`config.mk`:
```
export PLATFORM = sky130hd
export DESIGN_NAME = mips_mc_control
export DESIGN_NICKNAME = d
export VERILOG_FILES = /design/src/rtl/mips_mc_control.sv
export SDC_FILE = /design/constraint.sdc
export NUM_CORES = 1
export LEC_CHECK = 0
export ABC_AREA = 1
export CORE_UTILIZATION = 34
export DETAILED_ROUTE_END_ITERATION = 16
export PLACE_DENSITY = 0.78
export REMOVE_ABC_BUFFERS = 1
export SYNTH_ARGS = -nofsm -noshare
export SYNTH_HDL_FRONTEND = slang
export SYNTH_SLANG_ARGS = --single-unit
```
`constraint.sdc`:
```
create_clock -name clk -period 1.1 [get_ports clk]
set_input_delay 0.11 -clock clk [delete_from_list [all_inputs] [get_ports clk]]
set_output_delay 0.11 -clock clk [all_outputs]
set_load 0.005 [all_outputs]
```
`src/rtl/mips_mc_control.sv`:
```
// Multi-cycle MIPS main control FSM: sequences fetch/decode/execute/mem/wb
// and drives ALU control code, mux selects and datapath strobes.
//
// Ports:
//   clk, rst_n            clock, async active-low reset
//   opcode, funct, zero   instruction fields and ALU zero flag
//   alu_control           ALU op (0010 add, 0110 sub, 0111 slt, 0000 zero)
//   alu_src_a/b, iord     datapath mux selects
//   mem_read/mem_write    memory strobes
//   ir_write, reg_write   register load strobes
//   reg_dst, mem_to_reg   register-file write muxes
//   pc_source, pc_en      PC update control (pc_en Mealy in BRANCH)
//   state                 current state, for debug
module mips_mc_control #(
    parameter bit NOP_ON_ILLEGAL = 1'b1
) (
    input  logic       clk,
    input  logic       rst_n,
    input  logic [5:0] opcode,
    input  logic [5:0] funct,
    input  logic       zero,
    output logic [3:0] alu_control,
    output logic       alu_src_a,
    output logic [1:0] alu_src_b,
    output logic       iord,
    output logic       mem_read,
    output logic       mem_write,
    output logic       ir_write,
    output logic       reg_dst,
    output logic       mem_to_reg,
    output logic       reg_write,
    output logic [1:0] pc_source,
    output logic       pc_en,
    output logic [3:0] state
);

    typedef enum logic [3:0] {
        S_FETCH   = 4'd0,
        S_DECODE  = 4'd1,
        S_MEMADR  = 4'd2,
        S_MEMRD   = 4'd3,
        S_MEMWB   = 4'd4,
        S_MEMWR   = 4'd5,
        S_EXEC    = 4'd6,
        S_RWB     = 4'd7,
        S_BRANCH  = 4'd8,
        S_JUMP    = 4'd9,
        S_ADDIEX  = 4'd10,
        S_ADDIWB  = 4'd11,
        S_ILLEGAL = 4'd12
    } state_t;

    localparam logic [5:0] OP_RTYPE = 6'b000000;
    localparam logic [5:0] OP_LW    = 6'b100011;
    localparam logic [5:0] OP_SW    = 6'b101011;
    localparam logic [5:0] OP_BEQ   = 6'b000100;
    localparam logic [5:0] OP_J     = 6'b000010;
    localparam logic [5:0] OP_ADDI  = 6'b001000;

    localparam logic [3:0] ALU_ADD  = 4'b0010;
    localparam logic [3:0] ALU_SUB  = 4'b0110;
    localparam logic [3:0] ALU_SLT  = 4'b0111;
    localparam logic [3:0] ALU_ZERO = 4'b0000;

    state_t state_q, state_d;

    always_ff @(posedge clk or negedge rst_n) begin
        if (!rst_n) state_q <= S_FETCH;
        else        state_q <= state_d;
    end

    always_comb begin
        state_d = S_FETCH;
        case (state_q)
            S_FETCH:  state_d = S_DECODE;
            S_DECODE: begin
                case (opcode)
                    OP_LW, OP_SW: state_d = S_MEMADR;
                    OP_RTYPE:     state_d = S_EXEC;
                    OP_BEQ:       state_d = S_BRANCH;
                    OP_J:         state_d = S_JUMP;
                    OP_ADDI:      state_d = S_ADDIEX;
                    default:      state_d = NOP_ON_ILLEGAL ? S_FETCH
                                                           : S_ILLEGAL;
                endcase
            end
            S_MEMADR:  state_d = (opcode == OP_LW) ? S_MEMRD : S_MEMWR;
            S_MEMRD:   state_d = S_MEMWB;
            S_EXEC:    state_d = S_RWB;
            S_ADDIEX:  state_d = S_ADDIWB;
            S_ILLEGAL: state_d = S_ILLEGAL;
            // MEMWB, MEMWR, RWB, BRANCH, JUMP, ADDIWB and unused codes
            default:   state_d = S_FETCH;
        endcase
    end

    // Strobes before reset gating
    logic mem_read_s, mem_write_s, ir_write_s, reg_write_s, pc_en_s;

    always_comb begin
        alu_control = ALU_ADD;
        alu_src_a   = 1'b0;
        alu_src_b   = 2'b00;
        iord        = 1'b0;
        mem_read_s  = 1'b0;
        mem_write_s = 1'b0;
        ir_write_s  = 1'b0;
        reg_dst     = 1'b0;
        mem_to_reg  = 1'b0;
        reg_write_s = 1'b0;
        pc_source   = 2'b00;
        pc_en_s     = 1'b0;
        case (state_q)
            S_FETCH: begin
                mem_read_s = 1'b1;
                ir_write_s = 1'b1;
                alu_src_b  = 2'b01;
                pc_en_s    = 1'b1;
            end
            S_DECODE: alu_src_b = 2'b11;
            S_MEMADR, S_ADDIEX: begin
                alu_src_a = 1'b1;
                alu_src_b = 2'b10;
            end
            S_MEMRD: begin
                mem_read_s = 1'b1;
                iord       = 1'b1;
            end
            S_MEMWB: begin
                reg_write_s = 1'b1;
                mem_to_reg  = 1'b1;
            end
            S_MEMWR: begin
                mem_write_s = 1'b1;
                iord        = 1'b1;
            end
            S_EXEC: begin
                alu_src_a = 1'b1;
                case (funct)
                    6'b100000: alu_control = ALU_ADD;
                    6'b100010: alu_control = ALU_SUB;
                    6'b101010: alu_control = ALU_SLT;
                    default:   alu_control = ALU_ZERO;
                endcase
            end
            S_RWB: begin
                reg_write_s = 1'b1;
                reg_dst     = 1'b1;
            end
            S_BRANCH: begin
                alu_src_a   = 1'b1;
                alu_control = ALU_SUB;
                pc_source   = 2'b01;
                pc_en_s     = zero;
            end
            S_JUMP: begin
                pc_source = 2'b10;
                pc_en_s   = 1'b1;
            end
            S_ADDIWB: reg_write_s = 1'b1;
            default: ;
        endcase
    end

    // Strobes are held low for as long as reset is asserted
    assign mem_read  = mem_read_s  & rst_n;
    assign mem_write = mem_write_s & rst_n;
    assign ir_write  = ir_write_s  & rst_n;
    assign reg_write = reg_write_s & rst_n;
    assign pc_en     = pc_en_s     & rst_n;
    assign state     = state_q;

endmodule
```
==> metrics.md, run 1 <==
| Metric | Value |
|---|---|
| Vias in the first global route | roughly 970 |
| Slew Limit Fails | 0 |
| Area leader, netlist | dfrtp_1 |
| Largest net degree at the start of global routing | 6 |
| DR iter-0 viols | between 100 and 150 |
| R2R depth | 9 |
| Root Driver | clkbuf_4 |
| Max reg flops | 4 |
| Post-placement cell area | approximately 980 µm² |
| FP Rows | 13 |
| Initial antenna violation count | 0 |
| Routed WL per cell | just over 20 µm |
| Die height | around 40 µm |
| Tcrit/Tclk final | 1.519 |
| CP bufs+invs | 4 |
| Design area | 0.001299 mm² |
| Synth Area in Simple Gates | 0.5375 |
| Synth Warn # | 0 |
| Cells taking the most area after synthesis | dfrtp_1 (19%), nor2_1 (17%), nand2_1 (17%) |
| Worst Setup Start Kind | flip-flop |
| Setup ws final | -0.5704 ns |
| Status | complete, but fails checks |
| CP Cell Sequence | inv_2, buf_4, buf_4, nor3_1, buf_2 |
| Synthesized area | 516.7 µm² |
| Clock slew at reported path FFs | ~0.040 ns |
| Fraction of synthesized area in multiplexers | 0 |
| Nets | around 190 |
| DRT Pass-1 Iters | 5 |
| Fmax | 598.6 MHz |
| RR Endpoint | state[2] |
| Reg2reg setup slack | -0.39 ns |
| Final wirelength | approximately 3900 µm |
| Post-synth top area share | 0.1937 |
| Sequential power share | 0.148 |
| Hold Buf Count CTS | 0 |
| Area grow syn2layout | 151.3% |
| Pwr Density | 1309 mW/mm² |
| Violated checks | negative setup slack |
| Critical Path RT | 0.99 ns |
| Final Critical Period | approximately 1.7 ns |
| Post-synthesis compound-gate area fraction | 0.09201 |
| Family with the most delay on the worst path | buffers and inverters |
| Largest stage delay, worst path | 0.46 ns |
| Max Root-Sink Buffers | 2 |
| # DRC | 0 |
| Final Setup Violations | 24 |
| Place WS | -0.5775 ns |
| GPL Wtd Cong | between 0.7 and 0.8 |
| Post-synthesis cell count | about 100 |
| RSZ-0062 raised after global routing | true |
| Total CTS buffers | 3 |
| Final hold viol count | 0 |
| Total GRT Usage | 0.3716 |
| Global-route wire length before repair | about 4000 µm |
| Net Sw Frac | 0.4540 |
| Seq cells post-synth | 4 |
| Core Box Area | approximately 0.0014 mm² |
| Int Pwr | slightly above 0.9 mW |
| Port bufs | 34 |
| Area share of fa/ha/maj cells after synthesis | 0 |
| # fillers | 33 |
| I/O pins | 36 |
| Leakage | approximately 0.73 nW |
| CTS tree | done |
| Crit-path max FO | 4 |
| Clk_skew | a little under 0.006 ns |
| Distinct cells, synth | 18 |
| Layout cells sized above 1 | 0.5872 |
| Clk_lat worst skew | around 0.25 ns |
| Vias | 1,199 |
| Sw Pwr | just under 0.8 mW |
| Die ar. | 0.001680 mm² |
| Crit Reg-Reg Startpoint | state[2] |
| Post-route ant nets | 0 |
| Sequential element share of the synthesized area | 0.1937 |
| CP max-delay cell | dfrtp_2 |
| Clock share of power | 0.119 |
| GRT overflow | 0 |
| Largest family of logic cells by synthesized area | simple AND/OR/NAND/NOR gates |
| Routed vias/inst | between 6 and 7 |
| CP Class | flip-flop to output port |
| Max cap viols | 0 |
| Sink Count | 4 |
| Critical path arrival | around 1.6 ns |
| Initial Util | 0.3828 |
| Hold crit path type | input port to async pin |
| Die width | roughly 41 µm |
| Mean Syn Cell Area | between 5 and 6 µm² |
| Comb pwr share | 0.733 |
| Crit end category | output port |
| Diodes inserted | 0 |
| CTS H-tree lvls | 1 |
| Post-Synth XOR/XNOR Area | 0.01695 |
| CP most frequent cell | buf_4 |
| Post-detail-place hpwl | 1417 µm |
| VDD IR max | 1.262 mV |
metrics by stage:
step	hold slack [ns]	utilization	power, mW	instances	setup TNS, ns
3_5_place_dp	0.4256	0.7266	0.8985	161	-7.364
2_1_floorplan	-0.1856	-	0.4727	97	0
3_3_place_gp	0.4155	0.7266	0.8787	161	-6.457
5_1_grt	0.2264	0.9620	1.750	187	-9.611
4_1_cts	0.1768	0.9064	1.445	183	-5.559
6_report	0.1993	0.9620	1.700	187	-8.800
worst max-delay path by stage:
stage | startpoint | endpoint | cells past startpoint
final | state[2] | reg_dst | 5
after global routing | state[2] | reg_dst | 5
after detailed placement | funct[5] | alu_control[2] | 6
after CTS | state[3] | pc_en | 8
after global placement | state[0] | pc_en | 6
after floorplan | state[0] | pc_en | 5
synth_stat cells, drive strengths merged:
cell type  instances
nor3               2
o21ai              6
buf                1
nand2             24
xor2               1
nand3b             1
inv               19
nand3              7
dfrtp              4
o211ai             1
nor3b              1
nor2              28
conb               1
a21oi              2
cell type report:
| type | count | area [µm²] | area share |
|---|---|---|---|
| Inverter | 19 | 81.33 | 0.06262 |
| Multi-Input combinational cell | 74 | 467.9 | 0.3603 |
| Sequential cell | 4 | 105.1 | 0.08092 |
| Timing Repair Buffer | 72 | 603.1 | 0.4644 |
| Tap cell | 15 | 18.77 | 0.01445 |
| Clock buffer | 3 | 22.52 | 0.01734 |
cell families after synthesis:
kind of cell | after synthesis
xor+xnor | 1
other cells | 1
buf+inv | 20
compound gates | 9
flops | 4
simple gates | 63
power groups by stage:
stage          Sequential (mW)  Clock (mW)  Combinational (mW)
6_report                 0.252       0.203                1.25
5_1_grt                  0.248       0.199                1.30
4_1_cts                  0.235       0.188                1.02
3_5_place_dp             0.224           0               0.675
3_3_place_gp             0.220           0               0.659
2_1_floorplan            0.219           0               0.254
per-layer routing:
layer	share of wire	up-vias	GRT usage	wire length, µm
met2	0.45	172	0.7422	1738
met4	0.12	0	0.2167	451
met5	0	-	0	0
li1	-	448	-	-
met3	0.14	74	0.08696	550
met1	0.29	505	0.3224	1143
cell usage in the layout, fill, tap and decap left out, drive strengths merged, types with 4 or more instances in the layout:
cell	instances
nor2	28
clkbuf	4
dfrtp	4
nand2	24
inv	19
nand3	7
clkdlybuf4s50	15
buf	55
o21ai	6
worst reg2reg max path, stage by stage (launching register included):
cell and delay (ns):
dfrtp_2 0.47, inv_2 0.15, nor2_4 0.06, buf_6 0.12, nand2_4 0.09, buf_4 0.12
buf_6 0.08, nand2_1 0.05, nor2_1 0.13, nand3_1 0.09
what timing repair did:
item	CTS	global route
cloned	0	0
pin swaps	17	8
setup buffers	20	6
gates resized for setup	129	17
endpoints found under the setup margin	24	24
Note: power is estimated with default switching activity, not from simulation.
==> run 2, diff against run 1 <==
--- a/config.mk
+++ b/config.mk
@@ -9,7 +9,6 @@
 export CORE_UTILIZATION = 34
 export DETAILED_ROUTE_END_ITERATION = 16
 export PLACE_DENSITY = 0.78
-export REMOVE_ABC_BUFFERS = 1
 export SYNTH_ARGS = -nofsm -noshare
 export SYNTH_HDL_FRONTEND = slang
 export SYNTH_SLANG_ARGS = --single-unit
==> metrics.md, run 2 (synthesis gave the netlist of run 1 again) <==
| Metric | Value |
|---|---|
| Status | complete, but fails checks |
| Violated checks | negative setup slack |
| Hold crit path type | input port to async pin |
| Final wirelength | 3186 µm (-18%) |
| Area grow syn2layout | 145.0% |
| FP Rows | 13 (unchanged) |
| Vias in the first global route | 815 (-16%) |
| Port bufs | 34 (unchanged) |
| I/O pins | 36 (unchanged) |
| Tcrit/Tclk final | 1.435 (-0.08323) |
| Routed vias/inst | 5.432 (-15%) |
| GRT overflow | 0 (unchanged) |
| Design Power | 1.503 mW (-12%) |
| Clk_skew | 0.003981 ns (-0.001888 ns) |
| Root Driver | clkbuf_4 |
| Total GRT Usage | 0.3082 (-0.06341) |
| Hold Buf Count CTS | 0 (unchanged) |
| Die ar. | 0.001680 mm² (unchanged) |
| Fmax | 633.4 MHz (+5.8%) |
| Final hold viol count | 0 (unchanged) |
| Diodes inserted | 0 (unchanged) |
| VDD IR max | 1.221 mV (-3.3%) |
| Clk_lat worst skew | 0.23 ns (-0.02 ns) |
| Max reg flops | 4 (unchanged) |
| Core Box Area | 0.001350 mm² (unchanged) |
| CTS tree | done |
| Synthesized Nets | ~110 |
| Final Setup Violations | 22 (-8.3%) |
| Vias | 1,005 (-16%) |
| Max Root-Sink Buffers | 2 (unchanged) |
| Layout cells sized above 1 | 0.5588 (-0.02839) |
| Sink Count | 4 (unchanged) |
| Leakage | 0.6894 nW (-4.9%) |
| Final Critical Period | 1.579 ns (-0.09155 ns) |
| Critical path arrival | 1.47 ns (-0.09 ns) |
| Die width | 40.99 µm (unchanged) |
| Max cap viols | 0 (unchanged) |
| RSZ-0062 raised after global routing | true |
| DRT Pass-1 Iters | 4 (-1) |
| Setup ws final | -0.4789 ns (+0.09155 ns) |
| DR iter-0 viols | 86 (-26%) |
| Crit end category | output port |
| Nets | 187 (-1.1%) |
| Global-route wire length before repair | 3339 µm (-16%) |
| Commonest non-fill, non-tap cells in the layout | buf_4 (22), nor2_1 (18) |
| Post-detail-place hpwl | 1411 µm (-0.43%) |
| GPL Wtd Cong | 0.7972 (+5.3%) |
| Die height | 40.99 µm (unchanged) |
| Initial antenna violation count | 0 (unchanged) |
| Largest net degree at the start of global routing | 7 (+1) |
| Critical Path RT | 0.99 ns (about the same) |
| Pwr Density | 1187 mW/mm² (-9.3%) |
| Initial Util | 0.3828 (unchanged) |
| CTS H-tree lvls | 1 (unchanged) |
| Clock slew at reported path FFs | 0.04 ns (about the same) |
| Place WS | -0.5566 ns (+0.02096 ns) |
| Slew Limit Fails | 0 (unchanged) |
| Worst Setup Start Kind | flip-flop |
| Crit-path max FO | 5 (+1) |
| CP Class | flip-flop to output port |
| Post-route ant nets | 0 (unchanged) |
| # DRC | 0 (unchanged) |
| Commonest non-fill, non-tap cell in the layout | buf_4 |
| Routed WL per cell | 17.22 µm (-17%) |
| Total CTS buffers | 3 (unchanged) |
[run 2: changes by cell type in the layout (fill, tap and decap cells not counted), sizes merged]
| cell | before | now |
|---|---|---|
| clkdlybuf4s15 | 0 | 1 |
| dlygate4sd2 | 1 | 0 |
| buf | 55 | 52 |
| clkbuf | 4 | 5 |
[run 2: worst paths after layout]
kind / start / slack [ns] / cells after the start / to
max in group asynchronous: rst_n / 0.75 / 2 / state[0]
setup reg to reg: state[1] / -0.30 / 9 / state[2]
min in group clk: opcode[1] / 0.63 / 5 / state[0]
setup / recovery: state[1] / -0.48 / 7 / pc_en
hold / removal: rst_n / 0.24 / 2 / state[2]
hold reg to reg: state[0] / 0.78 / 3 / state[3]
[run 2: layout make-up]
class	instances	area [µm²]
fill	51	83.83
inverter	19	81.33
tap	15	18.77
timing repair buffer	70	580.6
clock buffer	3	22.52
sequential	4	105.1
multi-input combinational	74	457.9
[run 2: metrics by stage]
step / TNS [ns] / instances / area (µm²) / hold WS [ns] / utilization
3_3_place_gp: -6.428 / 164 / 1003 / 0.4047 / 0.7433
3_5_place_dp: -7.049 / 164 / 1003 / 0.4087 / 0.7433
2_1_floorplan: 0 / 98 / 516.7 / -0.1856 / -
6_report: -6.820 / 185 / 1266 / 0.2382 / 0.9379
5_1_grt: -7.697 / 185 / 1266 / 0.2370 / 0.9379
4_1_cts: -6.038 / 181 / 1192 / 0.1633 / 0.8832
[run 2: where the power goes]
group          total (mW)  leakage, nW  switching, mW  internal [mW]
sequential          0.258       0.0475         0.0786          0.179
clock               0.173       0.0138         0.0519          0.121
combinational        1.07        0.628          0.535          0.537
[run 2: what timing repair did]
| action | in CTS | in global routing |
|---|---|---|
| buffers inserted | 14 | 6 |
| endpoints found under the setup margin | 23 | 24 |
| pin swaps | 10 | 7 |
| gates resized for setup | 111 | 25 |
[run 2: per-layer routing]
layer / global-route usage / share of wire / up-vias
met2: 0.5703 / 0.49 / 87
met4: 0.1417 / 0.039 / 0
li1: - / - / 443
met3: 0.01630 / 0.10 / 14
met1: 0.3541 / 0.36 / 461
met5: 0 / 0 / -
[run 2: critical path, cell delays in order (launching register included)]
cell	delay, ns
dfrtp_2	0.44
buf_6	0.13
nor2_4	0.15
nand2_2	0.10
o21ai_2	0.07
nor2_1	0.06
nor2_1	0.14
buf_2	0.14
==> variant 1 (settings of run 1) <==
The parameter `NOP_ON_ILLEGAL` goes from 1'b1 to 1'b0.
--- a/src/rtl/mips_mc_control.sv
+++ b/src/rtl/mips_mc_control.sv
@@ -12,7 +12,7 @@
 //   pc_source, pc_en      PC update control (pc_en Mealy in BRANCH)
 //   state                 current state, for debug
 module mips_mc_control #(
-    parameter bit NOP_ON_ILLEGAL = 1'b1
+    parameter bit NOP_ON_ILLEGAL = 1'b0
 ) (
     input  logic       clk,
     input  logic       rst_n,
Function: changed (Yosys sat finds a counterexample within 4 cycles, from zero or initial values and one cycle with rst_n low).
==> variant 1 against run 1 <==
  * The flow now stops in clock tree synthesis
  * Synthesized cell count shrank 3.1%
  * Area after synthesis fell by 0.97%
==> variant 1: results (changes against run 1) <==
[logic_synthesis]
synth_cell_types=18  ; unchanged
synthMuxAreaShare=0  ; unchanged
synthArstFlopShare=1.00  ; unchanged
ys_seq_elements=4  ; unchanged
yosysSeqAreaShare=0.196  ; +0.00189
synth_adder_area_share=0  ; unchanged
yosys-top-cells-count=nand2_1, nor2_1, inv_1
synth_compound_area_frac=0.115  ; +0.0229
synthXorXnorAreaFrac=0  ; -0.0169
yosys_warnings=0  ; unchanged
ys_top_cells_by_area=dfrtp_1, nand2_1, nor2_1

[run_status]
failed_stage=clock tree synthesis
error=[ERROR DPL-0038] Utilization greater than 100%, impossible to legalize
outcome=stopped before the end

[cts]
clock_path_buffers=2  ; unchanged
cts_resized=154  ; +19%
htreeDepth=1  ; unchanged
cts_made_buffers=3  ; unchanged
cts_root_buffer=clkbuf_4
post_cts_buffers=31  ; +55%

[place]
dp_hpwl_um=1560  ; +9.9%
post-place-ws_ns=-0.613  ; -0.0356 ns
portBuffers=34  ; unchanged
routabilityCongestion=0.822  ; +8.6%

[variant 1: cell count changes after synthesis, sizes merged, moves of 2 or more]
cell and change:
o21ai -4, a21oi +2, inv -2, nor2 -4, nand2 +2, nand3 +3
[variant 1: kinds of logic after synthesis]
kind of cell / count (synthesis)
buffers and inverters: 18
other: 1
and+or+nand+nor: 62
DFF: 4
AOI/OAI and AO/OA: 10
[variant 1: through the flow]
step / instance area, um^2 / TNS (ns) / cells
after floorplan: 504 / -0.0440 / 94
after global placement: 1080 / -7.65 / 172
after detailed placement: 1080 / -8.17 / 172
==> variant 2 (flow settings as in run 1) <==
Without the edit above. Register the outputs `mem_read`, `mem_write`, `ir_write`, `reg_write` and `pc_en`, cleared by the reset; this adds one clock of latency there. The other outputs are not delayed to match.
--- a/src/rtl/mips_mc_control.sv
+++ b/src/rtl/mips_mc_control.sv
@@ -163,11 +163,21 @@
     end
 
     // Strobes are held low for as long as reset is asserted
-    assign mem_read  = mem_read_s  & rst_n;
-    assign mem_write = mem_write_s & rst_n;
-    assign ir_write  = ir_write_s  & rst_n;
-    assign reg_write = reg_write_s & rst_n;
-    assign pc_en     = pc_en_s     & rst_n;
+    always_ff @(posedge clk or negedge rst_n) begin
+        if (!rst_n) begin
+            mem_read  <= '0;
+            mem_write <= '0;
+            ir_write  <= '0;
+            reg_write <= '0;
+            pc_en     <= '0;
+        end else begin
+            mem_read  <= mem_read_s  & rst_n;
+            mem_write <= mem_write_s & rst_n;
+            ir_write  <= ir_write_s  & rst_n;
+            reg_write <= reg_write_s & rst_n;
+            pc_en     <= pc_en_s     & rst_n;
+        end
+    end
     assign state     = state_q;
 
 endmodule
Formal check against the unedited RTL: not equivalent (Yosys sat finds a counterexample within 4 cycles, from zero or initial values and one cycle with rst_n low).
==> variant 2 against run 1 <==
  * The flow still finishes with violations (negative setup slack)
  * Count of clock-buffer cells in the layout up 1
  * Non-clock buffer count unchanged
  * Cell area up 19%
  * Sequential cell count up 5
  * Largest power group unchanged
  * Die area up 29%
  * Wire length down 16%
  * Fmax up 10%
  * Power up 19%
  * Final cell count up 11%
  * Area after synthesis up 31%
  * Critical path type unchanged
  * Worst setup slack better by 0.15 ns
  * Via count down 11%
==> variant 2: results (changes against run 1) <==
[cts]
cts_root_buffer=clkbuf_4
cts_made_buffers=3  ; unchanged
htreeDepth=1  ; unchanged
clk_latency_ns=0.28  ; +0.03 ns
clk_pin_slew_worst_paths_ns=0.07  ; +0.03 ns
clock_path_buffers=2  ; unchanged

[global_route]
grt_pass1_wl_um=4640  ; +17%
grt_pass1_vias=1083  ; +12%
grt_usage=0.306  ; -0.0655
grt_max_degree=10  ; +4
antenna_found_initial=0  ; unchanged

[logic_synthesis]
synth_cell_types=18  ; unchanged
synthArstFlopShare=1.00  ; unchanged
synth_top_flop_cell=dfrtp_1
yosys-top-cells-count=nand2_1, nor2_1, inv_1
syn_inst=107  ; +9.2%
yosys_warnings=0  ; unchanged
ys_top_cells_by_area=dfrtp_1, nand2_1, nor2_1
yosysSeqAreaShare=0.333  ; +0.139

[detailed_routing]
drt-initial-drc-count=26  ; -78%
totalWireLength_um=3280  ; -16%
first_pass_iters=4  ; -1
avgViaCountPerCell=5.17  ; -19%

[final_layout]
largest_reg_flops=4  ; unchanged
fin_cells=207  ; +11%
layout-drive-gt1-share=0.560  ; -0.0268
fill_cells=98  ; +200%
num-nets-final=198  ; +4.8%
diodes=0  ; unchanged

[sta]
fin_ws_ns=-0.418  ; +0.152 ns
finClkSkew_ns=0.00164  ; -0.00423 ns
setup_viol=23  ; -4.2%

[place]
routabilityCongestion=0.809  ; +6.8%
portBuffers=34  ; unchanged
dp_cells=187  ; +16%
dp_hpwl_um=1650  ; +17%
placed_area_um2=1210  ; +23%

[pwr]
ir_drop_mv=1.00  ; -21%
p_leak_nw=0.856  ; +18%

[critical_path]
crit_arrival_ns=1.41  ; -0.15 ns
cp_max_fo=4  ; unchanged

[run_status]
violations=negative setup slack
outcome=finished, violations left

[min_path]
hold_path.class=input port to async pin

-- variant 2: cell count changes in the layout (fill, tap and decap cells not counted), moves of 3 or more --
cell and change:
buf_6 +10, buf_4 -7, dfrtp_1 +7, buf_2 -6
dlygate4sd2_1 +5, inv_2 +3, nand2_1 +3, nand2_4 +3
o21ai_1 -3
-- variant 2: kinds of logic (layout without fill, tap and decap cells) --
logic type / after synthesis / in the layout / share of synthesized area
buffers and inverters: 18 / 93 / 0.105
and+or+nand+nor: 72 / 72 / 0.505
DFF: 9 / 9 / 0.333
AOI/OAI and AO/OA: 7 / 7 / 0.0517
other: 1 / 1 / 0.00554
-- variant 2: worst max-delay path, cell delays in order, from the launching register on --
cell and delay, ns:
dfrtp_2 0.49, nor2_4 0.19, buf_6 0.12, buf_6 0.08, nand4_1 0.09, buf_2 0.16
-- variant 2: final cells by class --
cell class	count	area share
timing repair buffer	72	0.429
multi-input combinational	80	0.344
sequential	9	0.148
inverter	17	0.0414
tap	25	0.0203
clock buffer	4	0.0170
-- variant 2: final timing paths --
check	start	end	slack, ns	cells past startpoint
worst max register to register	state[1]$_DFF_PN0_	state[0]$_DFF_PN0_	-0.26	9
worst min-delay path	rst_n	mem_read$_DFF_PN0_	0.16	2
max in group asynchronous	rst_n	state[3]$_DFF_PN0_	0.78	2
worst max-delay path	state[0]$_DFF_PN0_	alu_control[1]	-0.42	5
min in group clk	zero	pc_en$_DFF_PN0_	0.51	5
worst min register to register	state[1]$_DFF_PN0_	mem_write$_DFF_PN0_	0.80	4
-- variant 2: metal layers --
layer	vias to the layer above	routed length (um)	GRT usage	share of wire
met5	-	0	0	0
met4	0	199	0.154	0.061
met1	495	1240	0.308	0.38
met2	68	1690	0.572	0.52
li1	479	-	-	-
met3	29	152	0.0745	0.046
-- variant 2: power by group --
part	internal [mW]	leakage, nW	switching [mW]
Sequential	0.397	0.118	0.0772
Clock	0.141	0.0150	0.146
Combinational	0.680	0.724	0.589
-- variant 2: stage by stage --
| stage | setup slack [ns] | setup TNS (ns) | hold slack [ns] | util |
|---|---|---|---|---|
| final | -0.418 | -5.45 | 0.161 | 0.856 |
| after global placement | -0.523 | -4.63 | 0.440 | 0.669 |
| after floorplan | 0.0192 | 0 | -0.186 | - |
| after CTS | -0.341 | -3.93 | 0.170 | 0.779 |
| after detailed placement | -0.570 | -5.25 | 0.449 | 0.669 |
| after global routing | -0.437 | -6.05 | 0.174 | 0.856 |
-- variant 2: repair_timing --
item	in CTS	in global routing
gates resized for setup	106	37
pin swaps	21	21
endpoints found under the setup margin	27	24
buffers inserted	15	10
